===== src/rtl/spi_prot_trig.sv =====
`default_nettype none
// ============================================================================
// Module      : spi_prot_trig
// Description : SPI protocol trigger for the LA digital core. Passively snoops
//               one 8- or 16-bit MSB-first SPI frame on CH1 (SS_n), CH2 (SCLK)
//               and CH3 (MOSI). It compares the frame against a masked match
//               value and pulses SPItrig when the frame matches.
// Revision    : 1.0 - initial release
// ============================================================================
module spi_prot_trig #(
    parameter int SYNC_STAGES = 3
) (
    input  logic        clk,
    input  logic        rst,
    input  logic        SS_n,
    input  logic        SCLK,
    input  logic        MOSI,
    input  logic        edg,
    input  logic        len8,
    input  logic [15:0] match,
    input  logic [15:0] mask,
    output logic        SPItrig,
    output logic [15:0] rx_data,
    output logic        rx_vld
);

    // Cycles after reset before an SS_n fall may be trusted. The preset value
    // must first be flushed out of the synchronizer and the previous-value flop.
    localparam int                  c_FLUSH_W    = $clog2(SYNC_STAGES + 2);
    localparam logic [c_FLUSH_W-1:0] c_FLUSH_INIT = c_FLUSH_W'(SYNC_STAGES + 1);
    localparam logic [4:0]          c_CNT_MAX    = 5'd31;

    typedef enum logic [0:0] {
        ST_IDLE = 1'b0,
        ST_RX   = 1'b1
    } state_t;

    logic [SYNC_STAGES-1:0] r_ss_sync;
    logic [SYNC_STAGES-1:0] r_sclk_sync;
    logic [SYNC_STAGES-1:0] r_mosi_sync;
    logic                   r_ss_prev;
    logic                   r_sclk_prev;
    logic [c_FLUSH_W-1:0]   r_flush;

    state_t                 r_state;
    logic [4:0]             r_bit_cnt;
    logic [15:0]            r_shift;
    logic [15:0]            r_rx_data;
    logic                   r_trig;
    logic                   r_vld;

    logic                   w_ss_cur;
    logic                   w_sclk_cur;
    logic                   w_mosi_cur;
    logic                   w_sclk_rise;
    logic                   w_sclk_fall;
    logic                   w_smpl;
    logic                   w_ss_fall;
    logic                   w_ss_rise;
    logic [15:0]            w_diff;
    logic                   w_hit;
    logic                   w_len_ok;

    // Input synchronizers. SS_n and SCLK are preset to their idle-high level
    // and MOSI to 0. MOSI uses the same depth as SCLK so data and edge stay aligned.
    always_ff @(posedge clk) begin
        if (rst) begin
            r_ss_sync   <= '1;
            r_sclk_sync <= '1;
            r_mosi_sync <= '0;
            r_ss_prev   <= 1'b1;
            r_sclk_prev <= 1'b1;
        end else begin
            r_ss_sync   <= {r_ss_sync[SYNC_STAGES-2:0], SS_n};
            r_sclk_sync <= {r_sclk_sync[SYNC_STAGES-2:0], SCLK};
            r_mosi_sync <= {r_mosi_sync[SYNC_STAGES-2:0], MOSI};
            r_ss_prev   <= r_ss_sync[SYNC_STAGES-1];
            r_sclk_prev <= r_sclk_sync[SYNC_STAGES-1];
        end
    end

    // Post-reset blanking so that an SS_n already low at reset is not taken as a frame start.
    always_ff @(posedge clk) begin
        if (rst) begin
            r_flush <= c_FLUSH_INIT;
        end else if (r_flush != '0) begin
            r_flush <= r_flush - 1'b1;
        end
    end

    assign w_ss_cur    = r_ss_sync[SYNC_STAGES-1];
    assign w_sclk_cur  = r_sclk_sync[SYNC_STAGES-1];
    assign w_mosi_cur  = r_mosi_sync[SYNC_STAGES-1];

    assign w_sclk_rise = w_sclk_cur & ~r_sclk_prev;
    assign w_sclk_fall = ~w_sclk_cur & r_sclk_prev;
    assign w_smpl      = edg ? w_sclk_rise : w_sclk_fall;
    assign w_ss_fall   = ~w_ss_cur & r_ss_prev & (r_flush == '0);
    assign w_ss_rise   = w_ss_cur & ~r_ss_prev;

    // Masked compare. In 8-bit mode only the low byte takes part.
    assign w_diff      = (r_shift ^ match) & ~mask;
    assign w_hit       = len8 ? (w_diff[7:0] == 8'h00) : (w_diff == 16'h0000);
    assign w_len_ok    = len8 ? (r_bit_cnt == 5'd8) : (r_bit_cnt == 5'd16);

    // Frame receive FSM. It collects bits while SS_n is low and evaluates the frame on SS_n rise.
    always_ff @(posedge clk) begin
        if (rst) begin
            r_state   <= ST_IDLE;
            r_bit_cnt <= 5'd0;
            r_shift   <= 16'h0000;
            r_rx_data <= 16'h0000;
            r_trig    <= 1'b0;
            r_vld     <= 1'b0;
        end else begin
            r_trig <= 1'b0;
            r_vld  <= 1'b0;
            case (r_state)
                ST_IDLE: begin
                    if (w_ss_fall) begin
                        r_state   <= ST_RX;
                        r_bit_cnt <= 5'd0;
                        r_shift   <= 16'h0000;
                    end
                end
                ST_RX: begin
                    if (w_ss_rise) begin
                        r_state <= ST_IDLE;
                        if (w_len_ok) begin
                            r_rx_data <= len8 ? {8'h00, r_shift[7:0]} : r_shift;
                            r_vld     <= 1'b1;
                            r_trig    <= w_hit;
                        end
                    end else if (w_smpl && !w_ss_cur) begin
                        r_shift <= {r_shift[14:0], w_mosi_cur};
                        if (r_bit_cnt != c_CNT_MAX) begin
                            r_bit_cnt <= r_bit_cnt + 5'd1;
                        end
                    end
                end
                default: begin
                    r_state <= ST_IDLE;
                end
            endcase
        end
    end

    assign SPItrig = r_trig;
    assign rx_vld  = r_vld;
    assign rx_data = r_rx_data;

endmodule
`default_nettype wire

===== config.mk =====
export PLATFORM = sky130hd
export DESIGN_NAME = spi_prot_trig
export DESIGN_NICKNAME = d
export VERILOG_FILES = /design/src/rtl/spi_prot_trig.sv
export SDC_FILE = /design/constraint.sdc
export NUM_CORES = 1
export LEC_CHECK = 0
export CAP_MARGIN = 5
export CORE_UTILIZATION = 40
export DETAILED_ROUTE_END_ITERATION = 10
export HOLD_SLACK_MARGIN = 0.03
export MAX_ROUTING_LAYER = met4
export PLACE_DENSITY = 0.72
export SLEW_MARGIN = 20
export SYNTH_ARGS = -nofsm -noshare
export SYNTH_HDL_FRONTEND = slang
export SYNTH_SLANG_ARGS = --single-unit

===== constraint.sdc =====
create_clock -name clk -period 2.7 [get_ports clk]
set_clock_uncertainty 0.2 [all_clocks]
set_input_delay 0.54 -clock clk [delete_from_list [all_inputs] [get_ports clk]]
set_output_delay 0.54 -clock clk [all_outputs]
set_load 0.01 [all_outputs]

# --- After elaboration in Yosys (flattened, before gate mapping) ---
# Cells that the tools add are included.
word_totals:
  regBits: 54
  latchBits: 0
  mem_bits_rw: 0
  romBits: 0
  out_inout_bits: 18
  elab_cells: 64
  memories: 0
op_classes:
  addsub: 2
  n_mul: 0
  div_mod_pow: 0
  magnitude_cmp: 0
  n_eq_ne: 7
  shifts: 0
  mux: 17
  bitwise_logic: 15
  reduce_logical: 11
op_table:
  columns: ["op", "n"]
  rows:
  - ["2-to-1 mux 16 bit", 4]
  - ["one-hot mux 16 bit (2 select lines)", 1]
  - ["2-to-1 mux 5 bit", 4]
  - ["bitwise AND 16 bit", 1]
  - ["zero test 16 bit", 1]
  - ["inverter 16 bit", 1]
  - ["XOR 16 bit", 1]
  - ["one-hot mux 5 bit (2 select lines)", 1]
  - ["zero test 8 bit", 1]
  - ["inverter 1 bit", 7]
  - ["2-to-1 mux 1 bit", 6]
  - ["AND reduction 3 bit", 2]
  - ["adder 5 x 1 -> 5 bit (second input constant)", 1]
  - ["bitwise AND 1 bit", 5]
  - ["== test 5 x 4 -> 1 bit (second input constant)", 1]
  - ["== test 5 bit (second input constant)", 1]
  - ["inequality test 5 bit (second input constant)", 1]
  - ["inequality test 2 x 1 -> 1 bit (second input constant)", 2]
  - ["inequality test 2 bit (second input constant)", 2]
  - ["AND reduction 4 bit", 1]
  - ["OR reduction 4 bit", 1]
  - ["zero test 3 bit", 1]
  - ["nonzero test 3 bit", 1]
  - ["OR reduction 3 bit", 1]
  - ["other kinds (4)", 4]

# --- Depth between registers and ports, before layout ---
# Gate-level depths: netlist of run 1.
depth:
  ltp_word: 7
  mapped_depth: 7
  mapped_depth_nobuf: 6

# --- Worst setup path after synthesis of run 1 ---
# Ideal clock, no wire load.
synth_timing:
  kind: "register -> register"
  start: "reg r_flush[0]"
  end: "reg r_bit_cnt[3]"
  setup_time_ns: 0.131
  arrival_time_ns: 1.564
  required_time_ns: 2.369
  slack_ns: 0.805
  stages_incl_launch_ff: 8
  path_cell_list: "dfxtp_1 > inv_1 > ha_1 > nand2b_4 > or4b_1 > buf_2 > o2111ai_1 > o211ai_1"
synth_via:
  elab_chain_cells: 4
synth_rtl:
  columns: ["element", "line_no", "source"]
  rows:
  - ["start: declaration", "43", "logic [c_FLUSH_W-1:0] r_flush;"]
  - ["start signal: assignment", "85", "r_flush <= c_FLUSH_INIT;"]
  - ["start signal: assignment", "87", "r_flush <= r_flush - 1'b1;"]
  - ["zero test 3 bit", "98", "assign w_ss_fall = ~w_ss_cur & r_ss_prev & (r_flush == '0);"]
  - ["bitwise AND 1 bit", "98", null]
  - ["inequality test 2 bit (no line)", null, null]
  - ["AND reduction 4 bit (no line)", null, null]
  - ["end signal: assignment", "137", "r_bit_cnt <= r_bit_cnt + 5'd1;"]
  - ["end: declaration", "46", "logic [4:0] r_bit_cnt;"]
# No other way between the ends.
# A chain may end at the register's enable or synchronous reset.

# --- Worst setup path after layout of run 1 ---
layout_timing:
  start: "in len8"
  end: "reg r_rx_data[7] (netlist: rx_data[7])"
layout_via:
  elab_chain_cells: 2
layout_rtl:
  columns: ["element", "line_no", "source"]
  rows:
  - ["start: declaration", "19", "input logic len8,"]
  - ["2-to-1 mux 1 bit", "104", "assign w_len_ok = len8 ? (r_bit_cnt == 5'd8) : (r_bit_cnt == 5'd16);"]
  - ["AND reduction 3 bit (no line)", null, null]
  - ["end signal: assignment", "130", "r_rx_data <= len8 ? {8'h00, r_shift[7:0]} : r_shift;"]
  - ["end: declaration", "48", "logic [15:0] r_rx_data;"]
# No other way between the ends.

==> metrics.md, run 1 <==
| Metric | Value |
|---|---|
| Status | finished, final reports clean |
| Synth cell types | 40 |
| Cell family with most CP delay | compound AO/OA/AOI/OAI gates |
| Leakage | 1.10 nW |
| GP Congestion | 0.789 |
| CP Cell Sequence | clkdlybuf4s50_1 -> and3b_1 -> o211ai_4 -> mux2i_1 -> nor2_1 |
| Setup slack, reg-to-reg | 0.46 ns |
| Mapped Cells | 249 |
| Flop pwr share | 0.566 |
| Internal power | 1.14 mW |
| Slew Viols, Final | 0 |
| Core area | 5540 um2 |
| Flops & latches, synth | 54 |
| Nets@finish | 346 |
| Row cnt | 27 |
| Clock sink total | 54 |
| Vias | 1,924 |
| Dominant register cell in the synthesized netlist | dfxtp_1 |
| First-pass GRT wire length | 7690 um |
| Post-DR wirelength/cell | 12.9 um |
| Cell Pwr Density | 491 nW/um2 |
| CTS tree | done |
| Multi-input gate area | 1120 um2 |
| Relative slew slack | 0.496 |
| Post-synth ARST share | 0 |
| Fraction of layout cells with a size suffix above 1 | 0.106 |
| IO Pins | 57 |
| Hold path cells | 1 |
| Number of global-route vias before repair | 1,696 |
| Largest net degree at the start of global routing | 30 |
| Post-detailed-route count of antenna-violating nets | 0 |
| Hold path startpoint | r_sclk_sync[0] |
| H-tree depth | 2 |
| Clock power share | 0.309 |
| Leading area contributor after synthesis | dfxtp_1 |
| Register Area | 1080 um2 |
| GRT Util Overall | 0.164 |
| Final-report setup violation count | 0 |
| Post-CTS Hold Fix Bufs | 0 |
| End of the worst register-to-register path | r_bit_cnt[3] |
| Seq/Total Area, Yosys | 0.468 |
| Detailed Route Iter0 Violations | 66 |
| Clock-pin transition on the worst setup and hold timing paths | 0.09 ns |
| Max Root-Sink Buffers | 2 |
| Worst Hold End | r_sclk_sync[1] |
| Max cap viols | 0 |
| Net count after synthesis | 293 |
| Total power | 1.48 mW |
| EDFF count, synth | 0 |
| DP Wirelength | 3460 um |
| Synth Cell Area | 2310 um2 |
| Skew-Pair Late Insertion Delay | 0.30 ns |
| Postcts setup bufs | 0 |
| Slew @ Worst Pin | 0.752 ns |
| Worst hold path type | flop to flop |
| Final Hold Fails | 0 |
| Worst Setup Start Kind | primary input |
| Switch Pwr | 0.342 mW |
| Critical-path top delay cell | o211ai_4 |
| Critical path endpoint category | flop |
| Root cell of the clock tree | clkbuf_8 |
| Fmax | 445 MHz |
| Post-synth top area share | 0.468 |
| WP buf/inv | 1 |
| Fin crit share | 0.833 |
| Max incr delay on CP | 0.61 ns |
| RR Startpoint | r_flush[0] |
| Post-Route WL | 4830 um |
| Synth Area per Inst | 9.28 um2 |
| Area growth from synthesis to layout | 30.3% |
| DRC viols | 0 |
| CP required | 2.69 ns |
| DR pass1 iterations | 4 |
| Resize count post-CTS | 0 |
| RSZ-0062 raised after global routing | no |
| Die width | 78.0 um |
| Reg2Reg Depth | 6 |
| IO Port Bufs | 56 |
| Data arrival time of the worst path | 2.24 ns |
| Ys Warns | 0 |
| Post-route setup TNS | 0 ns |
| Starting density of the core | 0.417 |
| Vias per std cell | 5.13 |
| Sw Ratio | 0.231 |
| Initial antenna violation count | 0 |
| Crit path time final | 2.25 ns |
| Fillcell total | 531 |
| Synth area leaders | dfxtp_1, xnor2_1, a21oi_1 |
| ANT cells | 0 |
| Die ar. | 6090 um2 |
| Remaining global-route overflow | 0 |
| Die H | 78.0 um |
| Max VDD drop | 375 uV |
| CP Class | primary input to flop |
| Number of CTS-inserted buffers | 5 |
| Logic gate share of total power | 0.125 |
| Worst Path Max Fanout | 25 |
[worst max-delay path by stage]
stage                          start           end  cells after the start
after global placement          len8   rx_data[11]                      5
after CTS                       len8    rx_data[7]                      5
after detailed placement        len8    rx_data[7]                      5
final                           len8    rx_data[7]                      5
after global routing      r_flush[0]  r_bit_cnt[0]                      6
after floorplan           r_flush[0]  r_bit_cnt[3]                      7
[stage by stage]
stage,instance area [um2],worst slack (ns),cells,utilization,hold slack (ns)
2_1_floorplan,2310,0.805,249,-,0.189
3_3_place_gp,2920,0.198,367,0.527,0.192
3_5_place_dp,2920,0.116,367,0.527,0.198
4_1_cts,3010,0.449,375,0.543,0.216
5_1_grt,3010,0.335,375,0.543,0.237
6_report,3010,0.451,375,0.543,0.211
[power by group through the flow]
stage | Clock (mW) | Sequential (mW) | Combinational (mW)
2_1_floorplan | 0 | 0.852 | 0.114
3_3_place_gp | 0 | 0.855 | 0.183
3_5_place_dp | 0 | 0.856 | 0.186
4_1_cts | 0.472 | 0.837 | 0.188
5_1_grt | 0.502 | 0.841 | 0.205
6_report | 0.456 | 0.837 | 0.185
[final cells by class]
cell class                      count  area share
Multi-Input combinational cell    171       0.371
Tap cell                           72      0.0299
Inverter                            8     0.00998
Timing Repair Buffer               62       0.200
Clock buffer                        7      0.0287
Clock inverter                      1     0.00166
Sequential cell                    54       0.359
[state kept, by name (all words and copies together), names as in the netlist]
register     count
r_ss_prev        1
r_shift         16
r_ss_sync        3
r_mosi_sync      3
r_sclk_prev      1
SPItrig          1
r_flush          3
r_sclk_sync      3
r_bit_cnt        5
r_state          1
rx_vld           1
rx_data         16
[placed cells by master (no fill, tap or decap), drive strengths merged, types with 8 or more instances in the layout]
| master | Yosys | layout |
|---|---|---|
| mux2i | 8 | 8 |
| clkdlybuf4s50 | 0 | 55 |
| nand2 | 26 | 26 |
| or3b | 8 | 8 |
| nor2 | 11 | 11 |
| xnor2 | 17 | 17 |
| dfxtp | 54 | 54 |
| o22ai | 8 | 8 |
| nand3 | 18 | 18 |
| a21oi | 29 | 29 |
| inv | 8 | 8 |
[worst register-to-register path, delay by kind of cell, from the launching register on]
kind / cells / cell delay (ns)
compound gates: 2 / 0.36
simple gates: 2 / 0.96
fa+ha+maj: 1 / 0.21
flops: 1 / 0.32
buf+inv: 1 / 0.07
[synthesized netlist by cell type, drive strengths merged, types with 5 or more instances]
cell / n
clkbuf: 10
nand3: 18
or2: 7
o211ai: 5
or3b: 8
mux2i: 8
o22ai: 8
nor2: 11
dfxtp: 54
ha: 5
a21oi: 29
nand2: 26
inv: 8
buf: 6
xnor2: 17
[routing by layer]
layer,vias up,global-route usage,share of wire
met4,0,0.0537,0.013
met1,897,0.200,0.47
met2,47,0.271,0.46
met3,7,0.0360,0.057
li1,973,-,-
met5,-,-,0
[cells by family (layout without fill, tap and decap cells)]
| logic type | count (synthesis) | count (layout) | share of synthesized area |
|---|---|---|---|
| adders and majority gates | 5 | 5 | 0.0271 |
| AOI/OAI and AO/OA | 51 | 51 | 0.137 |
| DFF | 54 | 54 | 0.468 |
| and+or+nand+nor | 90 | 90 | 0.220 |
| muxes | 8 | 8 | 0.0347 |
| xor gates and xnor gates | 17 | 17 | 0.0644 |
| buffers and inverters | 24 | 78 | 0.0487 |
(Power assumes the default switching activity.)
==> inputs of run 2 (changes only) <==
- clock period: 2.7 -> 2.3 ns (I/O delays scaled with it)
==> metrics.md, run 2 (synthesized netlist as in run 1, its figures left out) <==
| Metric | Value |
|---|---|
| Status | finished, final reports clean |
| Setup WS post-layout | 0.312 ns (-0.139 ns) |
| DP Wirelength | 3490 um (+0.80%) |
| Post-route cell area | 3080 um2 (+2.2%) |
| Die ar. | 6090 um2 (unchanged) |
| Die H | 78.0 um (unchanged) |
| Die width | 78.0 um (unchanged) |
| Max cap viols | 0 (unchanged) |
| Leakage | 1.13 nW (+3.1%) |
| Final Hold Fails | 0 (unchanged) |
| Post-CTS Hold Fix Bufs | 0 (unchanged) |
| Filler-free cell count of the finished design | 380 (+1.3%) |
| Most frequent cells in the layout | clkdlybuf4s50_1, dfxtp_1, a21oi_1, nand2_1, nand3_1 |
| DR pass1 iterations | 4 (unchanged) |
| Largest net degree at the start of global routing | 51 (+70%) |
| Core area | 5540 um2 (unchanged) |
| Skew-Pair Late Insertion Delay | 0.31 ns (about the same) |
| Row cnt | 27 (unchanged) |
| Hold slack | 0.217 ns (+0.00643 ns) |
| Commonest non-fill, non-tap cell in the layout | clkdlybuf4s50_1 |
| GP Congestion | 0.824 (+4.5%) |
| Initial antenna violation count | 0 (unchanged) |
| Worst Path Max Fanout | 16 (-36%) |
| Clock sink total | 54 (unchanged) |
| Number of CTS-inserted buffers | 5 (unchanged) |
| Worst Setup Start Kind | primary input |
| CP Class | primary input to flop |
| Final-report setup violation count | 0 (unchanged) |
| Vias per std cell | 5.01 (-2.3%) |
| Remaining global-route overflow | 0 (unchanged) |
| Resize count post-CTS | 0 (unchanged) |
| Worst hold path type | flop to flop |
| CP required | 2.35 ns (-0.34 ns) |
| Total power | 1.75 mW (+18%) |
| Dpl cell area | 2980 um2 (+2.1%) |
| Starting density of the core | 0.417 (unchanged) |
| Fmax | 503 MHz |
| CTS tree | done |
| Setup slack, reg-to-reg | 0.32 ns (-0.14 ns) |
| Cell Pwr Density | 568 nW/um2 (+16%) |
| Post-DR wirelength/cell | 12.7 um (-1.7%) |
| Place WS | -0.0274 ns (-0.144 ns) |
| Fin crit share | 0.864 |
| First-pass GRT wire length | 8010 um (+4.2%) |
| Fraction of layout cells with a size suffix above 1 | 0.123 (+0.0178) |
| Root cell of the clock tree | clkbuf_8 |
| Crit path time final | 1.99 ns |
| Data arrival time of the worst path | 2.04 ns (-0.20 ns) |
| Post-detailed-route count of antenna-violating nets | 0 (unchanged) |
| GRT Util Overall | 0.171 (+0.00678) |
| IO Port Bufs | 56 (unchanged) |
| Clock-pin transition on the worst setup and hold timing paths | 0.09 ns (about the same) |
| Max Root-Sink Buffers | 2 (unchanged) |
| Number of global-route vias before repair | 1,777 (+4.8%) |
| Post-Place Cells | 372 (+1.4%) |
| Slew @ Worst Pin | 0.476 ns (-0.277 ns) |
| IO Pins | 57 (unchanged) |
| Max VDD drop | 651 uV (+74%) |
| Fillcell total | 533 (+0.38%) |
| Vias | 1,904 (-1.0%) |
| Post-route setup TNS | 0 ns (unchanged) |
| Final core utilization | 0.555 (+0.0120) |
| Relative slew slack | 0.683 (+0.187) |
| Critical path endpoint category | flop |
| Post-Route WL | 4810 um (-0.41%) |
| Nets@finish | 351 (+1.4%) |
| Slew Viols, Final | 0 (unchanged) |
| Postcts setup bufs | 0 (unchanged) |
| Area growth from synthesis to layout | 33.1% |
| DRC viols | 0 (unchanged) |
| H-tree depth | 2 (unchanged) |
| RSZ-0062 raised after global routing | no |
| Detailed Route Iter0 Violations | 76 (+15%) |
| ANT cells | 0 (unchanged) |
## run 2: changes by cell type in the layout (fill, tap and decap cells not counted), sizes merged
| cell | change |
|---|---|
| clkinvlp | +1 |
| clkbuf | -1 |
| buf | +5 |
## run 2: final timing paths
path,endpoint,cells past startpoint,start
worst min register to register,r_sclk_sync[2],1,r_sclk_sync[1]
worst min-delay path,r_sclk_sync[2],1,r_sclk_sync[1]
worst max-delay path,rx_data[9],6,len8
worst max register to register,r_bit_cnt[2],6,r_flush[0]
## run 2: power breakdown
part	internal (mW)	switching (mW)	leakage (nW)
Clock	0.242	0.304	0.0472
Combinational	0.127	0.0927	0.647
Sequential	0.965	0.0154	0.438
Total	1.33	0.412	1.13
## run 2: cell type report
type,instances,area (um2),share of cell area
Clock buffer,6,82.6,0.0268
Sequential cell,54,1080,0.351
Tap cell,72,90.1,0.0293
Inverter,8,30.0,0.00976
Timing Repair Buffer,67,663,0.216
Clock inverter,2,12.5,0.00407
Multi-Input combinational cell,171,1120,0.363
## run 2: routing by layer
layer	track usage	wire length, um
met1	0.207	2220
met5	-	0
met2	0.274	2230
met4	0.0778	104
met3	0.0349	257
## run 2: critical path: stages
cell and delay [ns]:
clkdlybuf4s50_1 0.51, and3b_1 0.22, o211ai_4 0.11, buf_12 0.16
or3b_2 0.43, a21oi_1 0.14
==> inputs of run 3 (changes only) <==
- CAP_MARGIN: 5 -> not set
==> results of run 3 <==
No change in the layout: final DEF, timing and power equal those of run 2.
